## config.mk

```make
export PLATFORM = sky130hd
export DESIGN_NAME = addr_unit_rs_flat
export DESIGN_NICKNAME = d
export VERILOG_FILES = /design/src/rtl/addr_unit_rs_pkg.sv /design/src/rtl/addr_unit_rs_if.sv /design/src/rtl/addr_unit_rs_ret_stack.sv /design/src/rtl/addr_unit_rs.sv /design/src/flat_wrapper.sv
export SDC_FILE = /design/constraint.sdc
export NUM_CORES = 1
export LEC_CHECK = 0
export CELL_PAD_IN_SITES_DETAIL_PLACEMENT = 0
export CELL_PAD_IN_SITES_GLOBAL_PLACEMENT = 1
export CORE_MARGIN = 5
export CORE_UTILIZATION = 40
export CTS_CLUSTER_SIZE = 30
export DETAILED_ROUTE_END_ITERATION = 7
export MAX_ROUTING_LAYER = met4
export PLACE_DENSITY = 0.74
export RECOVER_POWER = 100
export SYNTH_ARGS = -nofsm -noshare
export SYNTH_HDL_FRONTEND = slang
export SYNTH_SLANG_ARGS = --single-unit
```

## constraint.sdc

```tcl
create_clock -name clk -period 6.4 [get_ports clk]
set_input_delay 1.6 -clock clk [delete_from_list [all_inputs] [get_ports clk]]
set_output_delay 1.6 -clock clk [all_outputs]
set_load 0.05 [all_outputs]
```

## src/rtl/addr_unit_rs_pkg.sv

```systemverilog
// Shared types for the addressing unit: next-address source encoding and the
// select priority encoder.
package addr_unit_pkg;

  typedef enum logic [2:0] {
    SRC_RESET,
    SRC_RET,
    SRC_PCI,
    SRC_PC1,
    SRC_RI,
    SRC_R0,
    SRC_HOLD
  } src_e;

  typedef struct packed {
    logic reset_pc;
    logic ret;
    logic pc_plus_i;
    logic pc_plus_1;
    logic r_plus_i;
    logic r_plus_0;
  } sel_t;

  // Highest-priority active select wins; no select means hold the PC.
  function automatic src_e prio_encode(sel_t sel);
    src_e src;
    src = SRC_HOLD;
    if (sel.reset_pc)       src = SRC_RESET;
    else if (sel.ret)       src = SRC_RET;
    else if (sel.pc_plus_i) src = SRC_PCI;
    else if (sel.pc_plus_1) src = SRC_PC1;
    else if (sel.r_plus_i)  src = SRC_RI;
    else if (sel.r_plus_0)  src = SRC_R0;
    return src;
  endfunction

endpackage

```

## src/rtl/addr_unit_rs_if.sv

```systemverilog
// Controller/memory-side bus of the addressing unit.
interface addr_unit_rs_if #(
  parameter int unsigned AW = 16,
  parameter int unsigned IW = 8
);
  logic [AW-1:0] Rside;
  logic [IW-1:0] Iside;
  logic          ResetPC;
  logic          PCplusI;
  logic          PCplus1;
  logic          RplusI;
  logic          Rplus0;
  logic          Call;
  logic          Ret;
  logic          PCenable;
  logic [AW-1:0] Address;
  logic [AW-1:0] PCout;
  logic          StackEmpty;
  logic          StackFull;
  logic          StackErr;

  modport master (
    output Rside, Iside, ResetPC, PCplusI, PCplus1, RplusI, Rplus0, Call, Ret, PCenable,
    input  Address, PCout, StackEmpty, StackFull, StackErr
  );

  modport slave (
    input  Rside, Iside, ResetPC, PCplusI, PCplus1, RplusI, Rplus0, Call, Ret, PCenable,
    output Address, PCout, StackEmpty, StackFull, StackErr
  );
endinterface

```

## src/rtl/addr_unit_rs_ret_stack.sv

```systemverilog
// Hardware return-address stack: LIFO with clear, registered status and a
// one-cycle error pulse on overflow/underflow attempts.
module ret_stack #(
  parameter int unsigned AW    = 16,
  parameter int unsigned DEPTH = 8
) (
  input  logic          clk,
  input  logic          rst_n,
  input  logic          clear,
  input  logic          push,
  input  logic          pop,
  input  logic [AW-1:0] push_data,
  output logic [AW-1:0] top,
  output logic          empty,
  output logic          full,
  output logic          err_c
);

  localparam int unsigned IDXW = $clog2(DEPTH);
  localparam int unsigned SPW  = IDXW + 1;

  logic [SPW-1:0] sp_q, sp_d;
  logic           empty_q, empty_d;
  logic           full_q, full_d;
  logic           push_ok;
  logic [AW-1:0]  mem_q [DEPTH];

  // Pop has precedence over push; clear overrides both.
  always_comb begin
    sp_d    = sp_q;
    push_ok = 1'b0;
    err_c   = 1'b0;
    if (clear) begin
      sp_d = '0;
    end else if (pop) begin
      if (empty_q) err_c = 1'b1;
      else         sp_d  = sp_q - SPW'(1);
    end else if (push) begin
      if (full_q) begin
        err_c = 1'b1;
      end else begin
        push_ok = 1'b1;
        sp_d    = sp_q + SPW'(1);
      end
    end
    empty_d = (sp_d == '0);
    full_d  = (sp_d == SPW'(DEPTH));
  end

  always_ff @(posedge clk or negedge rst_n) begin
    if (!rst_n) begin
      sp_q    <= '0;
      empty_q <= 1'b1;
      full_q  <= 1'b0;
    end else begin
      sp_q    <= sp_d;
      empty_q <= empty_d;
      full_q  <= full_d;
    end
  end

  // Entry storage needs no reset; only sp defines validity.
  always_ff @(posedge clk) begin
    if (push_ok) mem_q[sp_q[IDXW-1:0]] <= push_data;
  end

  assign top   = mem_q[IDXW'(sp_q - SPW'(1))];
  assign empty = empty_q;
  assign full  = full_q;

endmodule

```

## src/rtl/addr_unit_rs.sv

```systemverilog
// Addressing unit: PC register, prioritised next-address mux with
// sign-extended immediates, and call/return stack with sticky error flag.
module addr_unit_rs
  import addr_unit_pkg::*;
#(
  parameter int unsigned AW        = 16,
  parameter int unsigned IW        = 8,
  parameter int unsigned DEPTH     = 8,
  parameter logic [AW-1:0] RESET_VEC = '0
) (
  input logic           clk,
  input logic           rst_n,
  addr_unit_rs_if.slave bus
);

  sel_t          sel;
  src_e          src;
  logic [AW-1:0] ix;
  logic [AW-1:0] pc_q, pc_d;
  logic [AW-1:0] pc_inc;
  logic [AW-1:0] address_c;
  logic [AW-1:0] stk_top;
  logic          stk_empty, stk_full, stk_err_c;
  logic          push, pop;
  logic          stack_err_q, stack_err_d;

  assign ix     = AW'($signed(bus.Iside));
  assign pc_inc = pc_q + AW'(1);

  // Next-address selection; an empty stack makes Ret fall through.
  always_comb begin
    sel.reset_pc  = bus.ResetPC;
    sel.ret       = bus.Ret;
    sel.pc_plus_i = bus.PCplusI;
    sel.pc_plus_1 = bus.PCplus1;
    sel.r_plus_i  = bus.RplusI;
    sel.r_plus_0  = bus.Rplus0;
    src           = prio_encode(sel);
    address_c     = pc_q;
    case (src)
      SRC_RESET: address_c = RESET_VEC;
      SRC_RET:   address_c = stk_empty ? pc_inc : stk_top;
      SRC_PCI:   address_c = pc_q + ix;
      SRC_PC1:   address_c = pc_inc;
      SRC_RI:    address_c = bus.Rside + ix;
      SRC_R0:    address_c = bus.Rside;
      default:   address_c = pc_q;
    endcase
  end

  // Stack commands only commit with PCenable; ResetPC clears regardless.
  always_comb begin
    push        = bus.Call & bus.PCenable & ~bus.Ret & ~bus.ResetPC;
    pop         = bus.Ret & bus.PCenable & ~bus.ResetPC;
    pc_d        = bus.PCenable ? address_c : pc_q;
    stack_err_d = stack_err_q;
    if (bus.ResetPC)    stack_err_d = 1'b0;
    else if (stk_err_c) stack_err_d = 1'b1;
  end

  always_ff @(posedge clk or negedge rst_n) begin
    if (!rst_n) begin
      pc_q        <= RESET_VEC;
      stack_err_q <= 1'b0;
    end else begin
      pc_q        <= pc_d;
      stack_err_q <= stack_err_d;
    end
  end

  ret_stack #(
    .AW    (AW),
    .DEPTH (DEPTH)
  ) u_ret_stack (
    .clk       (clk),
    .rst_n     (rst_n),
    .clear     (bus.ResetPC),
    .push      (push),
    .pop       (pop),
    .push_data (pc_inc),
    .top       (stk_top),
    .empty     (stk_empty),
    .full      (stk_full),
    .err_c     (stk_err_c)
  );

  assign bus.Address    = address_c;
  assign bus.PCout      = pc_q;
  assign bus.StackEmpty = stk_empty;
  assign bus.StackFull  = stk_full;
  assign bus.StackErr   = stack_err_q;

endmodule

```

## src/flat_wrapper.sv

```systemverilog
// flat-port wrapper written by rule: the top's interface ports become plain ports
module addr_unit_rs_flat import addr_unit_pkg::*;
#(
  parameter int unsigned AW        = 16,
  parameter int unsigned IW        = 8,
  parameter int unsigned DEPTH     = 8,
  parameter logic [AW-1:0] RESET_VEC = '0
)
  (clk, rst_n, bus_Rside, bus_Iside, bus_ResetPC, bus_PCplusI, bus_PCplus1, bus_RplusI, bus_Rplus0, bus_Call, bus_Ret, bus_PCenable, bus_Address, bus_PCout, bus_StackEmpty, bus_StackFull, bus_StackErr);
  addr_unit_rs_if #(.AW(AW), .IW(IW)) bus_i ();
  input logic clk;
  input logic rst_n;
  input wire logic [$bits(bus_i.Rside)-1:0] bus_Rside;
  input wire logic [$bits(bus_i.Iside)-1:0] bus_Iside;
  input wire logic [$bits(bus_i.ResetPC)-1:0] bus_ResetPC;
  input wire logic [$bits(bus_i.PCplusI)-1:0] bus_PCplusI;
  input wire logic [$bits(bus_i.PCplus1)-1:0] bus_PCplus1;
  input wire logic [$bits(bus_i.RplusI)-1:0] bus_RplusI;
  input wire logic [$bits(bus_i.Rplus0)-1:0] bus_Rplus0;
  input wire logic [$bits(bus_i.Call)-1:0] bus_Call;
  input wire logic [$bits(bus_i.Ret)-1:0] bus_Ret;
  input wire logic [$bits(bus_i.PCenable)-1:0] bus_PCenable;
  output wire logic [$bits(bus_i.Address)-1:0] bus_Address;
  output wire logic [$bits(bus_i.PCout)-1:0] bus_PCout;
  output wire logic [$bits(bus_i.StackEmpty)-1:0] bus_StackEmpty;
  output wire logic [$bits(bus_i.StackFull)-1:0] bus_StackFull;
  output wire logic [$bits(bus_i.StackErr)-1:0] bus_StackErr;
  assign bus_i.Rside = bus_Rside;
  assign bus_i.Iside = bus_Iside;
  assign bus_i.ResetPC = bus_ResetPC;
  assign bus_i.PCplusI = bus_PCplusI;
  assign bus_i.PCplus1 = bus_PCplus1;
  assign bus_i.RplusI = bus_RplusI;
  assign bus_i.Rplus0 = bus_Rplus0;
  assign bus_i.Call = bus_Call;
  assign bus_i.Ret = bus_Ret;
  assign bus_i.PCenable = bus_PCenable;
  assign bus_Address = bus_i.Address;
  assign bus_PCout = bus_i.PCout;
  assign bus_StackEmpty = bus_i.StackEmpty;
  assign bus_StackFull = bus_i.StackFull;
  assign bus_StackErr = bus_i.StackErr;
  addr_unit_rs #(.AW(AW), .IW(IW), .DEPTH(DEPTH), .RESET_VEC(RESET_VEC)) u_core (.clk(clk), .rst_n(rst_n), .bus(bus_i));
endmodule
```

Yosys cells after proc, flatten, opt, wreduce, memory -nomap -nowiden

Memories as Yosys holds them, arrays and structs flattened.
Cells that the tools add are included.

Register bits after elaboration: 23
RAM bits: 128
Memories kept: 1

Memory list:

| name                     | depth | width | read ports | clocked after memory_dff | write ports | RTL line                     | RTL |
|---|---|---|---|---|---|---|---|
| u_core.u_ret_stack.mem_q | 8     | 16    | 1          | 0                        | 1           | addr_unit_rs_ret_stack.sv:26 | `logic [AW-1:0] mem_q [DEPTH];` |

Add/subtract/negate cells: 5
Equal/unequal tests: 6
Muxes and demuxes: 26
Bitwise logic cells: 7
Reduce and logical (&&, ||, !) cells: 3

Operators by type and width:

| cell                    | number |
|---|---|
| $pmux W16 S6            | 1 |
| $add A16 B16 Y16        | 2 |
| $mux W4                 | 5 |
| $add A16 B1 Y16 const B | 1 |
| $mux W16                | 1 |
| $mux W3                 | 5 |
| $mux W1                 | 13 |
| $eq A3 B2 Y1 const B    | 2 |
| $eq A3 B3 Y1 const B    | 2 |
| $and A1 B1 Y1           | 5 |
| $add A4 B1 Y4 const B   | 1 |
| $eq A4 B4 Y1 const B    | 1 |
| $logic_not A4 Y1        | 1 |
| $sub A4 B1 Y4 const B   | 1 |
| $eq A3 B1 Y1 const B    | 1 |
| $logic_not A3 Y1        | 1 |
| $mux W2                 | 1 |
| $not A1 Y1              | 2 |
| $reduce_bool A2 Y1      | 1 |

Longest topological paths before layout

Depth in word-level cells: 8
Mapped depth: 14
Gate-level depth less buffers: 12

Hierarchy

A second synthesis with hierarchy kept.

Cells, all modules: 614
Area, all modules: 8217.9 um^2

By module, submodules not included:

| module       | instances | cells each | area each (um^2) | seq. area each (um^2) |
|---|---|---|---|---|
| ret_stack    | 1         | 239        | 5370.2           | 3995.1 |
| addr_unit_rs | 1         | 375        | 2847.7           | 425.4 |

Worst setup path before layout

OpenSTA, ideal clock, no wires.

Path kind: in2out
Start point: input port bus_ResetPC
End point: output port bus_Address[13]
Arrival time: 5189 ps
Slack: -389 ps
Stages on the path: 13
Path buffers: 3
Cell sequence: clkbuf_1 -> nor3_2 -> nand2_1 -> clkbuf_1 -> mux2_2 -> ha_1 -> clkbuf_1 -> and4_1 -> and3_1 -> a211oi_2 -> and4_1 -> a211oi_1 -> a21oi_1

Word-level cells in the longest chain between the ends: 3
Elaborated cells between the ends (all ways): 8
Those cells by class: 5 x eq/ne; 2 x mux; 1 x reduce/logical

RTL lines:

| what                                 | RTL line               | RTL |
|---|---|---|
| start: declaration                   | flat_wrapper.sv:15     | `input wire logic [$bits(bus_i.ResetPC)-1:0] bus_ResetPC;` |
| $mux W3 (*)                          | addr_unit_rs_pkg.sv:28 | `if (sel.reset_pc) src = SRC_RESET;` |
| $eq A3 B3 Y1 (tied with other cells) | addr_unit_rs.sv:40     | `case (src)` |
| $pmux W16 S6 (*)                     | addr_unit_rs.sv:40     |  |
| end: declaration                     | flat_wrapper.sv:23     | `output wire logic [$bits(bus_i.Address)-1:0] bus_Address;` |

Every way passes the cells marked *; elsewhere a longest branch is shown, timed or not.

Worst setup path in the final report

Start point: input port bus_RplusI
End point: output port bus_Address[8]

Word-level cells in the longest chain between the ends: 7
Elaborated cells between the ends (all ways): 12
Those cells by class: 5 x eq/ne; 6 x mux; 1 x reduce/logical

RTL lines:

| what                                 | RTL line               | RTL |
|---|---|---|
| start: declaration                   | flat_wrapper.sv:18     | `input wire logic [$bits(bus_i.RplusI)-1:0] bus_RplusI;` |
| $mux W3 (*)                          | addr_unit_rs_pkg.sv:32 | `else if (sel.r_plus_i) src = SRC_RI;` |
| $mux W3 (*)                          | addr_unit_rs_pkg.sv:31 | `else if (sel.pc_plus_1) src = SRC_PC1;` |
| $mux W3 (*)                          | addr_unit_rs_pkg.sv:30 | `else if (sel.pc_plus_i) src = SRC_PCI;` |
| $mux W3 (*)                          | addr_unit_rs_pkg.sv:29 | `else if (sel.ret) src = SRC_RET;` |
| $mux W3 (*)                          | addr_unit_rs_pkg.sv:28 |  |
| $eq A3 B3 Y1 (tied with other cells) | addr_unit_rs.sv:40     |  |
| $pmux W16 S6 (*)                     | addr_unit_rs.sv:40     |  |

Marked as above.

==> summary.txt <==
Synth
  • Net Count, Synth: 655
  • EDFF count, synth: between 100 and 150
  • Ys async rst share: 15.2%
  • Count leader, synth: edfxtp_1
  • Main combinational cell family by area after synthesis: multiplexers
  • Compound-Gate Fraction of Synth Area: 10.5%
  • Synthesized area per cell: between 10 and 15 um^2
  • Yosys reg bits: 151
  • Post-synthesis xor/xnor area fraction: 2.89%
  • Mapped Cells: 600
  • Post-synthesis sequential area ratio: a little under three fifths
  • Post-synth cell types: 65
  • Post-synthesis mux area share: 14.2%
  • Adder-cell share of the synthesized area: 3.43%
  • Leading cell types by total area after synthesis: edfxtp_1 (49%), dfrtp_1 (7.0%), mux4_2 (6.9%)
  • Synth Flop Type: edfxtp_1
  • Post-synthesis simple-gate area fraction: 10.2%
  • Mapped Area: 7890 um^2
  • Area leader, netlist: edfxtp_1
  • Synth warn: 0
  • Share of the synthesized area in the top cell type: around half
  • Top cells by count, synth: edfxtp_1 (128), nor2_1 (42), nand2_1 (39), a21oi_1 (31), o21ai_0 (26)

Die
  • Die X: 150 um
  • Row cnt: 51
  • Core footprint: 19500 um^2
  • I/O Pins: 69
  • Starting density of the core: about two fifths
  • Die area: 22600 um^2
  • Die height: ~150 um

Cells and area
  • Nets: 748
  • Fraction of final layout cells sized beyond drive strength 1: 21.8%
  • Cell Count, Final, Fillers Out: 971
  • Multi-input gate area: 3390 um^2
  • Filler cell count: 1619
  • Antenna Cells: 0
  • Area grow syn2layout: 24.7%
  • Reg area: 4420 um^2

Setup path
  • Kind of critical path: input pin to output pin
  • CP dominant cell by count: nand3_1
  • Buffers & Inverters on Critical Path: 4
  • Family with the most delay on the worst path: buffers and inverters
  • CP endpoint kind: output pin
  • Critical Path AT: 4.67 ns
  • Slowest-stage cell, CP: clkdlybuf4s50_1
  • Max stage delay on crit path: 0.49 ns
  • Critical Path Fanout Max: 8
  • Crit-path cells: clkdlybuf4s50_1 > nor2b_4 > nand2_4 > buf_12 > mux2_2 > ha_1 > inv_1 > fa_1 > nor2b_2 > o31ai_2 > nand2_1 > a311o_1 > nand3_1 > nand3_1 > buf_4
  • Startpoint Class: input pin
  • Worst EP required: around 4.8 ns

Clocking
  • Clk Tree Root Cell: clkbuf_16
  • Clock transition at path regs: 0.07 ns
  • Hold Buf Count CTS: 0
  • CTS Buffer Depth: 2
  • Clock latency on the worst-skew pair: between 0.4 and 0.5 ns
  • Clk sinks: between 150 and 200
  • Number of CTS-inserted buffers: 17
  • CTS H-tree depth: 4
  • TritonCTS clock tree: built

STA
  • Tmin final: 6.27 ns
  • Worst setup margin: 0.126 ns
  • Setup violators final: 0
  • Final period util: 98.0%
  • Final Hold Vio Count: 0
  • Maximum clock frequency: 159 MHz
  • Actual slew at the worst max-slew pin: ~1.5 ns
  • Clock Skew: between 0.01 and 0.015 ns
  • Max_slew headroom: 2.31%
  • Slew Limit Fails: 0

Place
  • Placed cells: 937
  • Routability cong.: 0.934
  • DP Worst Slack: -0.0854 ns
  • DP Wirelength: about 15 mm
  • Port bufs: 68

Routing
  • Drt drc: 0
  • Avg Vias per Cell: 5.71
  • Number of iterations in the first detailed-routing pass: 5
  • Drt first-iter violations: between 400 and 500
  • Via Count: 5543
  • Drt total wl: 20.8 mm
  • Routed len/inst: 21.4 um
  • Antenna-violating nets left: 0

Hold path
  • Worst hold path class: flop to flop

Run
  • Maxcap violations: 0

Power and ir drop
  • Comb pwr share: between 20% and 30%
  • Switch share: 33.1%
  • Sequential share of power: 40.6%
  • Clk network pwr share: 33.0%
  • VDD IR-drop max: 143 uV
  • Internal Power: 0.00196 W
  • Lkg Pwr: 3.61 nW
  • PD cells: about 300 nW/um^2
  • Psw: a little under 0.001 W

Global route
  • Tot GR Track Use: 18.9%
  • Largest net degree at the start of global routing: 41
  • Initial antenna violation count: 0
  • Met2 Use GR: 30.2%
  • Number of global-route vias before repair: 5394
  • Total congestion overflow: 0
  • Most congested layer reported by global routing: met2
  • First-pass GRT wire length: between 30 and 40 mm
  • Met1 GRT Util: between 20% and 30%
  • GR Util met3: 4.09%

Outcome
  • Status: completed
through the flow:
| step | utilization [%] | total power (W) | instance area (um^2) | TNS (ns) | hold slack, ns |
|---|---|---|---|---|---|
| finish | 50.5 | 0.00293 | 9830 | 0 | 0.498 |
| detailed placement | 47.1 | 0.00197 | 9170 | -0.110 | 0.490 |
| floorplan | - | 0.00168 | 7900 | -0.0900 | 0.526 |
| CTS | 50.1 | 0.00294 | 9760 | -0.0224 | 0.507 |
| global route | 50.5 | 0.00305 | 9830 | -0.0107 | 0.530 |
| global placement | 47.1 | 0.00196 | 9170 | -0.0734 | 0.477 |
per-layer routing:
| metal | part of all wire (%) | vias to the layer above |
|---|---|---|
| met1 | 42 | 2749 |
| met2 | 49 | 221 |
| met4 | 2.1 | 0 |
| li1 | - | 2538 |
| met3 | 7.2 | 35 |
| met5 | 0 | - |
flip-flops by register name (all words and copies together), names as in the netlist:
name,flops
u_core.bus.PCout,16
u_core.u_ret_stack.mem_q,128
u_core.u_ret_stack.empty,1
u_core.u_ret_stack.full,1
u_core.bus.StackErr,1
u_core.u_ret_stack.sp_q,4
logic make-up (layout without fill, tap and decap cells):
logic type | after synthesis | after routing
DFF | 151 | 151
muxes | 66 | 66
adders and majority gates | 21 | 21
AOI/OAI and AO/OA | 126 | 126
xor gates and xnor gates | 26 | 26
and+or+nand+nor | 160 | 160
buffers and inverters | 50 | 156
cell type report:
| class | count | area share (%) |
|---|---|---|
| clock buffers | 17 | 4.33 |
| clock inverters | 15 | 1.58 |
| inverters | 20 | 0.763 |
| well taps | 265 | 3.37 |
| multi-input cells | 399 | 34.5 |
| repair buffers | 104 | 10.5 |
| flip-flops and latches | 151 | 45.0 |
tightest hold or removal path, stage by stage (launching register included):
cell     delay, ns
dfrtp_1       0.34
a21oi_1       0.04
nor2_1        0.08
power by group through the flow:
| stage | sequential (W) | clock (W) | combinational (W) |
|---|---|---|---|
| after floorplan | 0.00125 | 0 | 0.000435 |
| after global routing | 0.00119 | 0.00103 | 0.000827 |
| after detailed placement | 0.00121 | 0 | 0.000759 |
| final | 0.00119 | 0.000968 | 0.000772 |
| after global placement | 0.00121 | 0 | 0.000747 |
| after CTS | 0.00119 | 0.000986 | 0.000766 |
final timing paths:
kind / endpoint / from / slack (ns) / cells after the start
setup / recovery: bus_Address[8] / bus_RplusI / 0.13 / 15
hold / removal: u_core.bus.StackErr / u_core.bus.StackErr / 0.50 / 2
setup reg to reg: u_core.bus.PCout[7] / u_core.u_ret_stack.sp_q[1] / 3.19 / 8
hold reg to reg: u_core.bus.StackErr / u_core.bus.StackErr / 0.50 / 2
max in group asynchronous: u_core.u_ret_stack.sp_q[0] / rst_n / 3.38 / 2
min in group asynchronous: u_core.bus.PCout[12] / rst_n / 2.06 / 2
cells in the final DEF (no fill, tap or decap), drive strengths merged, types with 8 or more instances in the layout:
cell type,count
nor2b,11
a21oi,31
buf,45
mux2i,9
dfrtp,22
clkbuf,24
clkdlybuf4s50,27
nor2,43
edfxtp,128
nor3,11
inv,28
dlygate4sd3,21
nand2,39
mux4,32
xnor2,16
mux2,25
ha,20
nand2b,8
a211oi,10
xor2,10
o21ai,31
nand3,16
what timing repair did:
| action | 4_1_cts | 5_1_grt |
|---|---|---|
| pin swaps | 0 | 4 |
| cloned | 0 | 1 |
| resized for setup | 3 | 18 |
| buffers inserted | 0 | 1 |
| setup endpoints to repair | 3 | 10 |
Power figures use the tool's default switching activity.
